$ cat src/rtl/tetris_vga_render_pkg.sv
// Shared definitions for the Tetris VGA renderer.
// Holds the 640x480@60 timing constants, the playfield geometry, the colour
// palette, the packed sync/enable bundle and a small range helper. It is
// imported by the interface, the timing generator and the render top.
package tetris_vga_render_pkg;

  typedef logic [9:0]  cnt_t;    // hcnt/vcnt and all screen coordinates
  typedef logic [4:0]  sub_t;    // sub-cell pixel counter, 0..19
  typedef logic [3:0]  col_t;    // cell column
  typedef logic [7:0]  idx_t;    // grid bit index, 0..199
  typedef logic [11:0] rgb_t;

  localparam int GRID_BITS = 200;
  typedef logic [GRID_BITS-1:0] grid_t;

  // Horizontal timing
  localparam cnt_t H_VIS  = 10'd640;
  localparam cnt_t H_FP   = 10'd16;
  localparam cnt_t H_SYNC = 10'd96;
  localparam cnt_t H_BP   = 10'd48;
  localparam cnt_t H_TOT  = H_VIS + H_FP + H_SYNC + H_BP;

  // Vertical timing
  localparam cnt_t V_VIS  = 10'd480;
  localparam cnt_t V_FP   = 10'd10;
  localparam cnt_t V_SYNC = 10'd2;
  localparam cnt_t V_BP   = 10'd33;
  localparam cnt_t V_TOT  = V_VIS + V_FP + V_SYNC + V_BP;

  localparam cnt_t HS_FIRST = H_VIS + H_FP;
  localparam cnt_t HS_LAST  = H_VIS + H_FP + H_SYNC - 10'd1;
  localparam cnt_t VS_FIRST = V_VIS + V_FP;
  localparam cnt_t VS_LAST  = V_VIS + V_FP + V_SYNC - 10'd1;

  // Playfield geometry
  localparam cnt_t PF_X0     = 10'd220;
  localparam cnt_t PF_Y0     = 10'd40;
  localparam sub_t CELL      = 5'd20;
  localparam cnt_t PF_W      = 10'd200;  // 10 cells * 20 px
  localparam cnt_t PF_H      = 10'd400;  // 20 cells * 20 px
  localparam cnt_t BORDER    = 10'd4;
  localparam idx_t IDX_TOP   = 8'd199;   // bit index of row 0, column 0
  localparam idx_t ROW_STEP  = 8'd10;    // bit index distance between rows

  // Palette
  localparam rgb_t COL_BLANK   = 12'h000;
  localparam rgb_t COL_ACTIVE  = 12'hFF0;
  localparam rgb_t COL_SETTLED = 12'h0FF;
  localparam rgb_t COL_EMPTY   = 12'h111;
  localparam rgb_t COL_BORDER  = 12'h888;

  typedef struct packed {
    logic hs;
    logic vs;
    logic de;
    logic fs;
  } sync_t;

  localparam sync_t SYNC_IDLE = '{hs: 1'b1, vs: 1'b1, de: 1'b0, fs: 1'b0};

  function automatic logic in_range(cnt_t v, cnt_t lo, cnt_t hi);
    return (v >= lo) && (v <= hi);
  endfunction

endpackage

$ cat src/rtl/tetris_vga_render_if.sv
// Video bundle between the game engine, the renderer and the display.
//   GridS/GridA : settled / active-piece bitmaps (bit 199-10r-c = row r, col c)
//   hsync/vsync : active-low syncs
//   rgb         : {R,G,B} 4 bits each
//   de          : visible-area enable
//   frame_start : one-cycle pulse at visible pixel (0,0)
// master = engine/display side, slave = renderer.
interface tetris_vga_render_if import tetris_vga_render_pkg::*; ();
  grid_t GridS;
  grid_t GridA;
  logic  hsync;
  logic  vsync;
  rgb_t  rgb;
  logic  de;
  logic  frame_start;

  modport master (
    output GridS, GridA,
    input  hsync, vsync, rgb, de, frame_start
  );

  modport slave (
    input  GridS, GridA,
    output hsync, vsync, rgb, de, frame_start
  );
endinterface

$ cat src/rtl/tetris_vga_render_vga_timing.sv
// 640x480@60 raster counters.
// Ports:
//   clk, rst : pixel clock, synchronous active-high reset
//   hcnt_o   : horizontal counter 0..799
//   vcnt_o   : vertical counter 0..524, advances when hcnt wraps
//   sync_o   : unregistered hs/vs/de/fs decoded from the current counters
module vga_timing import tetris_vga_render_pkg::*; (
  input  logic  clk,
  input  logic  rst,
  output cnt_t  hcnt_o,
  output cnt_t  vcnt_o,
  output sync_t sync_o
);

  cnt_t hcnt_q, hcnt_d;
  cnt_t vcnt_q, vcnt_d;

  always_comb begin
    hcnt_d = hcnt_q + 10'd1;
    vcnt_d = vcnt_q;
    if (hcnt_q == H_TOT - 10'd1) begin
      hcnt_d = '0;
      vcnt_d = (vcnt_q == V_TOT - 10'd1) ? '0 : vcnt_q + 10'd1;
    end
  end

  always_ff @(posedge clk) begin
    if (rst) begin
      hcnt_q <= '0;
      vcnt_q <= '0;
    end else begin
      hcnt_q <= hcnt_d;
      vcnt_q <= vcnt_d;
    end
  end

  always_comb begin
    sync_o    = SYNC_IDLE;
    sync_o.hs = !in_range(hcnt_q, HS_FIRST, HS_LAST);
    sync_o.vs = !in_range(vcnt_q, VS_FIRST, VS_LAST);
    sync_o.de = (hcnt_q < H_VIS) && (vcnt_q < V_VIS);
    sync_o.fs = (hcnt_q == '0) && (vcnt_q == '0);
  end

  assign hcnt_o = hcnt_q;
  assign vcnt_o = vcnt_q;

endmodule

$ cat src/rtl/tetris_vga_render.sv
// Tetris playfield renderer on a 640x480@60 raster.
// Ports:
//   clk, rst : pixel clock, synchronous active-high reset
//   vga      : slave side of tetris_vga_render_if (grids in, video out)
// The grids are snapshotted once per frame at (hcnt,vcnt)=(0,480) so a frame
// never mixes two game states. Every output has a fixed 2-cycle latency from
// the counter state it belongs to.
module tetris_vga_render import tetris_vga_render_pkg::*; (
  input logic               clk,
  input logic               rst,
  tetris_vga_render_if.slave vga
);

  cnt_t  hcnt, vcnt;
  sync_t sync_raw;

  vga_timing u_timing (
    .clk    (clk),
    .rst    (rst),
    .hcnt_o (hcnt),
    .vcnt_o (vcnt),
    .sync_o (sync_raw)
  );

  // Frame snapshot, taken at the start of vertical blanking
  grid_t snap_s_q, snap_a_q;

  always_ff @(posedge clk) begin
    if (rst) begin
      snap_s_q <= '0;
      snap_a_q <= '0;
    end else if (hcnt == '0 && vcnt == V_VIS) begin
      snap_s_q <= vga.GridS;
      snap_a_q <= vga.GridA;
    end
  end

  // Cell tracking without division: hsub/vsub count pixels inside a cell,
  // col counts cells across, and rbase holds the bit index of column 0 of
  // the current row, stepping down by 10 per row. All values describe the
  // pixel currently addressed by hcnt/vcnt. Outside the playfield they run
  // freely and are ignored.
  sub_t hsub_q, hsub_d;
  col_t col_q, col_d;
  sub_t vsub_q, vsub_d;
  idx_t rbase_q, rbase_d;

  always_comb begin
    hsub_d = hsub_q + 5'd1;
    col_d  = col_q;
    if (hcnt == PF_X0 - 10'd1) begin
      hsub_d = '0;
      col_d  = '0;
    end else if (hsub_q == CELL - 5'd1) begin
      hsub_d = '0;
      col_d  = col_q + 4'd1;
    end

    vsub_d  = vsub_q;
    rbase_d = rbase_q;
    if (hcnt == H_TOT - 10'd1) begin
      if (vcnt == PF_Y0 - 10'd1) begin
        vsub_d  = '0;
        rbase_d = IDX_TOP;
      end else if (vsub_q == CELL - 5'd1) begin
        vsub_d  = '0;
        rbase_d = rbase_q - ROW_STEP;
      end else begin
        vsub_d = vsub_q + 5'd1;
      end
    end
  end

  always_ff @(posedge clk) begin
    if (rst) begin
      hsub_q  <= '0;
      col_q   <= '0;
      vsub_q  <= '0;
      rbase_q <= IDX_TOP;
    end else begin
      hsub_q  <= hsub_d;
      col_q   <= col_d;
      vsub_q  <= vsub_d;
      rbase_q <= rbase_d;
    end
  end

  logic pf_hit, border_hit;
  idx_t cell_idx;

  assign pf_hit     = (hcnt >= PF_X0) && (hcnt < PF_X0 + PF_W) &&
                      (vcnt >= PF_Y0) && (vcnt < PF_Y0 + PF_H);
  assign border_hit = (hcnt >= PF_X0 - BORDER) && (hcnt < PF_X0 + PF_W + BORDER) &&
                      (vcnt >= PF_Y0 - BORDER) && (vcnt < PF_Y0 + PF_H + BORDER);
  assign cell_idx   = rbase_q - {4'b0000, col_q};

  // Stage 1: cell index and region flags
  sync_t sync_p1_q;
  logic  pf_p1_q, border_p1_q;
  idx_t  idx_p1_q;

  always_ff @(posedge clk) begin
    if (rst) begin
      sync_p1_q   <= SYNC_IDLE;
      pf_p1_q     <= 1'b0;
      border_p1_q <= 1'b0;
    end else begin
      sync_p1_q   <= sync_raw;
      pf_p1_q     <= pf_hit;
      border_p1_q <= border_hit;
    end
  end

  always_ff @(posedge clk) begin
    idx_p1_q <= cell_idx;
  end

  // Priority: blanking, active piece, settled cell, empty field, border.
  // The bit lookups are only consulted when pf is set, so an out-of-range
  // index outside the playfield never reaches the output.
  function automatic rgb_t pick_colour(logic de, logic pf, logic border,
                                       logic act, logic set);
    if (!de)             return COL_BLANK;
    else if (pf && act)  return COL_ACTIVE;
    else if (pf && set)  return COL_SETTLED;
    else if (pf)         return COL_EMPTY;
    else if (border)     return COL_BORDER;
    else                 return COL_BLANK;
  endfunction

  // Stage 2: bit lookup and colour
  sync_t sync_p2_q;
  rgb_t  rgb_p2_q;

  always_ff @(posedge clk) begin
    if (rst) begin
      sync_p2_q <= SYNC_IDLE;
      rgb_p2_q  <= COL_BLANK;
    end else begin
      sync_p2_q <= sync_p1_q;
      rgb_p2_q  <= pick_colour(sync_p1_q.de, pf_p1_q, border_p1_q,
                               snap_a_q[idx_p1_q], snap_s_q[idx_p1_q]);
    end
  end

  assign vga.hsync       = sync_p2_q.hs;
  assign vga.vsync       = sync_p2_q.vs;
  assign vga.de          = sync_p2_q.de;
  assign vga.frame_start = sync_p2_q.fs;
  assign vga.rgb         = rgb_p2_q;

endmodule

$ cat src/flat_wrapper.sv
// flat-port wrapper written by rule: the top's interface ports become plain ports
module tetris_vga_render_flat import tetris_vga_render_pkg::*;
  (clk, rst, vga_GridS, vga_GridA, vga_hsync, vga_vsync, vga_rgb, vga_de, vga_frame_start);
  tetris_vga_render_if vga_i ();
  input logic clk;
  input logic rst;
  input wire logic [$bits(vga_i.GridS)-1:0] vga_GridS;
  input wire logic [$bits(vga_i.GridA)-1:0] vga_GridA;
  output wire logic [$bits(vga_i.hsync)-1:0] vga_hsync;
  output wire logic [$bits(vga_i.vsync)-1:0] vga_vsync;
  output wire logic [$bits(vga_i.rgb)-1:0] vga_rgb;
  output wire logic [$bits(vga_i.de)-1:0] vga_de;
  output wire logic [$bits(vga_i.frame_start)-1:0] vga_frame_start;
  assign vga_i.GridS = vga_GridS;
  assign vga_i.GridA = vga_GridA;
  assign vga_hsync = vga_i.hsync;
  assign vga_vsync = vga_i.vsync;
  assign vga_rgb = vga_i.rgb;
  assign vga_de = vga_i.de;
  assign vga_frame_start = vga_i.frame_start;
  tetris_vga_render u_core (.clk(clk), .rst(rst), .vga(vga_i));
endmodule
$ cat config.mk
export PLATFORM = sky130hd
export DESIGN_NAME = tetris_vga_render_flat
export DESIGN_NICKNAME = d
export VERILOG_FILES = /design/src/rtl/tetris_vga_render_pkg.sv /design/src/rtl/tetris_vga_render_if.sv /design/src/rtl/tetris_vga_render_vga_timing.sv /design/src/rtl/tetris_vga_render.sv /design/src/flat_wrapper.sv
export SDC_FILE = /design/constraint.sdc
export NUM_CORES = 1
export LEC_CHECK = 0
export CORE_ASPECT_RATIO = 0.8
export CORE_UTILIZATION = 55
export CTS_CLUSTER_SIZE = 8
export DETAILED_ROUTE_END_ITERATION = 12
export PLACE_DENSITY = 0.85
export RECOVER_POWER = 50
export SLEW_MARGIN = 5
export SYNTH_ARGS = -nofsm -noshare
export SYNTH_HDL_FRONTEND = slang
export SYNTH_SLANG_ARGS = --single-unit
$ cat constraint.sdc
create_clock -name clk -period 6.51 [get_ports clk]
set_input_delay 0.651 -clock clk [delete_from_list [all_inputs] [get_ports clk]]
set_output_delay 0.651 -clock clk [all_outputs]
set_load 0.05 [all_outputs]
==> impl_metrics.tcl <==
set metrics [dict create \
    synth_top_cell_by_area "dfxtp_1" \
    clock-sinks 469 \
    synthCells 2345 \
    setup.worst_path.start_class "flop" \
    utilization 0.722 \
    clock_latency_ns 0.55 \
    synth.area.top_cells "dfxtp_1 (47%), nand2_1 (16%), mux4_2 (11%)" \
    synth_commonest_cells "nand2_1 (836), dfxtp_1 (469), a21oi_1 (417), clkbuf_1 (119), mux4_2 (100)" \
    finalSetupViolCount 0 \
    ys_seq_area_frac 0.469 \
    r2r_cells 7 \
    worstPathCellList "nand4_1, nor2_1, nor4b_1, and4_1, buf_12, nand2_1, a21oi_1" \
    setup-tns-final_ns 0 \
    initial_core_util 0.558 \
    gp_congestion 0.891 \
    worstMarginPinSlew_ns 2.74 \
    clockBufferDepth 3 \
    rows 62 \
    synthDistinctLibCells 65 \
    routed.top_layer "met4" \
    grt_pass1_vias 17900 \
    synth_warnings 0 \
    cts_tree "done" \
    p_per_area_nw_per_um2 243 \
    ios 418 \
    synth_nets 2761 \
    syn_area_sq_um 20000 \
    syn_avg_cell_area_sq_um 8.53 \
    ys_ff_latch 469 \
    final_max_slew_viol_count 255 \
    dieHeight_um 173 \
    wl_met1_um 24400 \
    drt_iter0_drc 1953 \
    numCtsBuffers 68 \
    area_delta_synth_final_pct 29.4 \
    grt_pass1_wl_um 95500 \
    synth_most_common_cell "nand2_1" \
    max_stage_delay_ns 2.12 \
    total_power_mw 6.29 \
    peakVddDrop_mv 0.173 \
    post_cts_buffers 0 \
    antenna_found_initial 0 \
    clk_pin_slew_ns 0.05 \
    grt_overflow 0 \
    synth_flop_cell "dfxtp_1" \
    clock_skew_ns 0.0204 \
    crit_type "reg2reg" \
    grt_max_degree 193 \
    routed_wl_um 61400 \
    antenna_cells 0 \
    met2WireLength_um 28900 \
    violations "capacitance limit, slew limit" \
    critPathSlowestCell "and4_1" \
    vias_per_cell 5.82 \
    synth-async-reset-ratio 0 \
    nNetsFinal 3073 \
    required_ns 6.94 \
    drive_gt1_frac 0.0759 \
    synth-edff-count 0 \
    route.met3.wl_um 5560 \
    post_cts_resized 0 \
    portBuffers 417 \
    fmax_ghz 0.215 \
    wl_per_cell_um 19.5 \
    fin_crit_sh 0.715 \
    remaining_drc_errors 0 \
    outcome "finished with violations" \
    power.leakage_nw 8.88 \
    drt_pass1_iterations 5 \
    vias 18300 \
    endpoint_kind "flop" \
    clock-root-buffer "clkbuf_16" \
    hp-class "reg2reg" \
    grt.total_usage 0.324 \
    holdPathStages 1 \
    rsz0062_at_grt "false" \
    coreArea_sq_um 35800 \
    finalHoldViolations 0 \
    die_width_um 215 \
    synth_top_area_share 0.469 \
    die_area_sq_um 37100 \
    cts_max_level 3 \
    hpwl_um 42100 \
    relSlewSlack -0.830 \
    worstPathMaxFanout 192 \
    fin_crit_ns 4.65 \
    hold_buffers 0 \
    ant_nets 0 \
    maxCapViolCount 3 \
    arrival_ns 5.08 \
]
## cell families after synthesis
| kind of cell | Yosys count | synth area share |
|---|---|---|
| muxes | 137 | 0.131 |
| buffers and inverters | 211 | 0.0465 |
| adders and majority gates | 14 | 0.00913 |
| and+or+nand+nor | 995 | 0.199 |
| DFF | 469 | 0.469 |
| AOI/OAI and AO/OA | 487 | 0.130 |
| xor gates and xnor gates | 32 | 0.0140 |
## report_power, final
| part | internal, mW | switching (mW) |
|---|---|---|
| sequential | 2.88 | 0.00375 |
| combinational | 0.222 | 0.109 |
| clock | 1.90 | 1.17 |
| total | 5.01 | 1.28 |
## registers in the layout (all words and copies together) (netlist names), 5 cells and up
name / flops
u_core.u_timing.vcnt_o: 10
u_core.snap_s_q: 200
u_core.vga.rgb: 9
u_core.vsub_q: 5
u_core.hsub_q: 5
u_core.u_timing.hcnt_o: 10
u_core.idx_p1_q: 8
u_core.snap_a_q: 200
u_core.rbase_q: 8
## critical path: cells and delay by family (launching register included)
| family | cells | cell delay [ns] |
|---|---|---|
| AO/OA/AOI/OAI | 1 | 0.20 |
| flip-flops | 1 | 0.51 |
| buffers and inverters | 1 | 0.55 |
| AND/OR/NAND/NOR | 5 | 3.05 |
## cells in the final DEF (no fill, tap or decap), types with 7 or more instances in the layout
cell type	synthesis	final
o21ai_0	17	17
inv_1	19	19
a21oi_1	417	417
dfxtp_1	469	466
nor2_1	49	49
nand4_1	9	9
nor2b_1	11	11
mux4_2	100	100
nand2_1	836	836
xnor2_1	17	17
clkbuf_16	0	71
nand3_1	27	27
nor3_1	21	21
buf_4	11	8
mux2i_1	33	33
ha_1	13	13
nor4_1	7	7
a22oi_1	11	11
dlygate4sd3_1	0	16
xor2_1	15	15
clkdlybuf4s50_1	0	400
## worst paths after layout
kind | from | end | slack [ns]
worst max-delay path | u_core.u_timing.vcnt_o[5] | u_core.snap_a_q[121] | 1.86
worst max register to register | u_core.u_timing.vcnt_o[5] | u_core.snap_a_q[121] | 1.86
worst min-delay path | u_core.sync_p1_q[3] | u_core.vga.hsync | 0.41
worst min register to register | u_core.sync_p1_q[3] | u_core.vga.hsync | 0.41
## final cells by class
type / instances / area, sq um
well taps: 480 / 601
clock buffers: 72 / 1780
inverters: 21 / 78.8
multi-input cells: 1665 / 9680
flip-flops and latches: 469 / 9400
repair buffers: 432 / 4330
clock inverters: 2 / 13.8
fillers: 2631 / 9960
## per-layer routing
layer,up-vias,GRT usage
met1,8641,0.418
met2,956,0.517
met4,0,0.152
met3,163,0.0730
li1,8514,-
met5,-,0
## stage by stage
step,setup WS [ns],instances,area (sq um),hold WS [ns]
final,1.86,3141,25900,0.412
after detailed placement,2.75,3067,24100,0.405
after global placement,2.81,3067,24100,0.407
after floorplan,4.06,2345,20000,0.389
after global routing,1.40,3141,25900,0.428
after CTS,2.74,3141,25900,0.416
(Power assumes the default switching activity.)
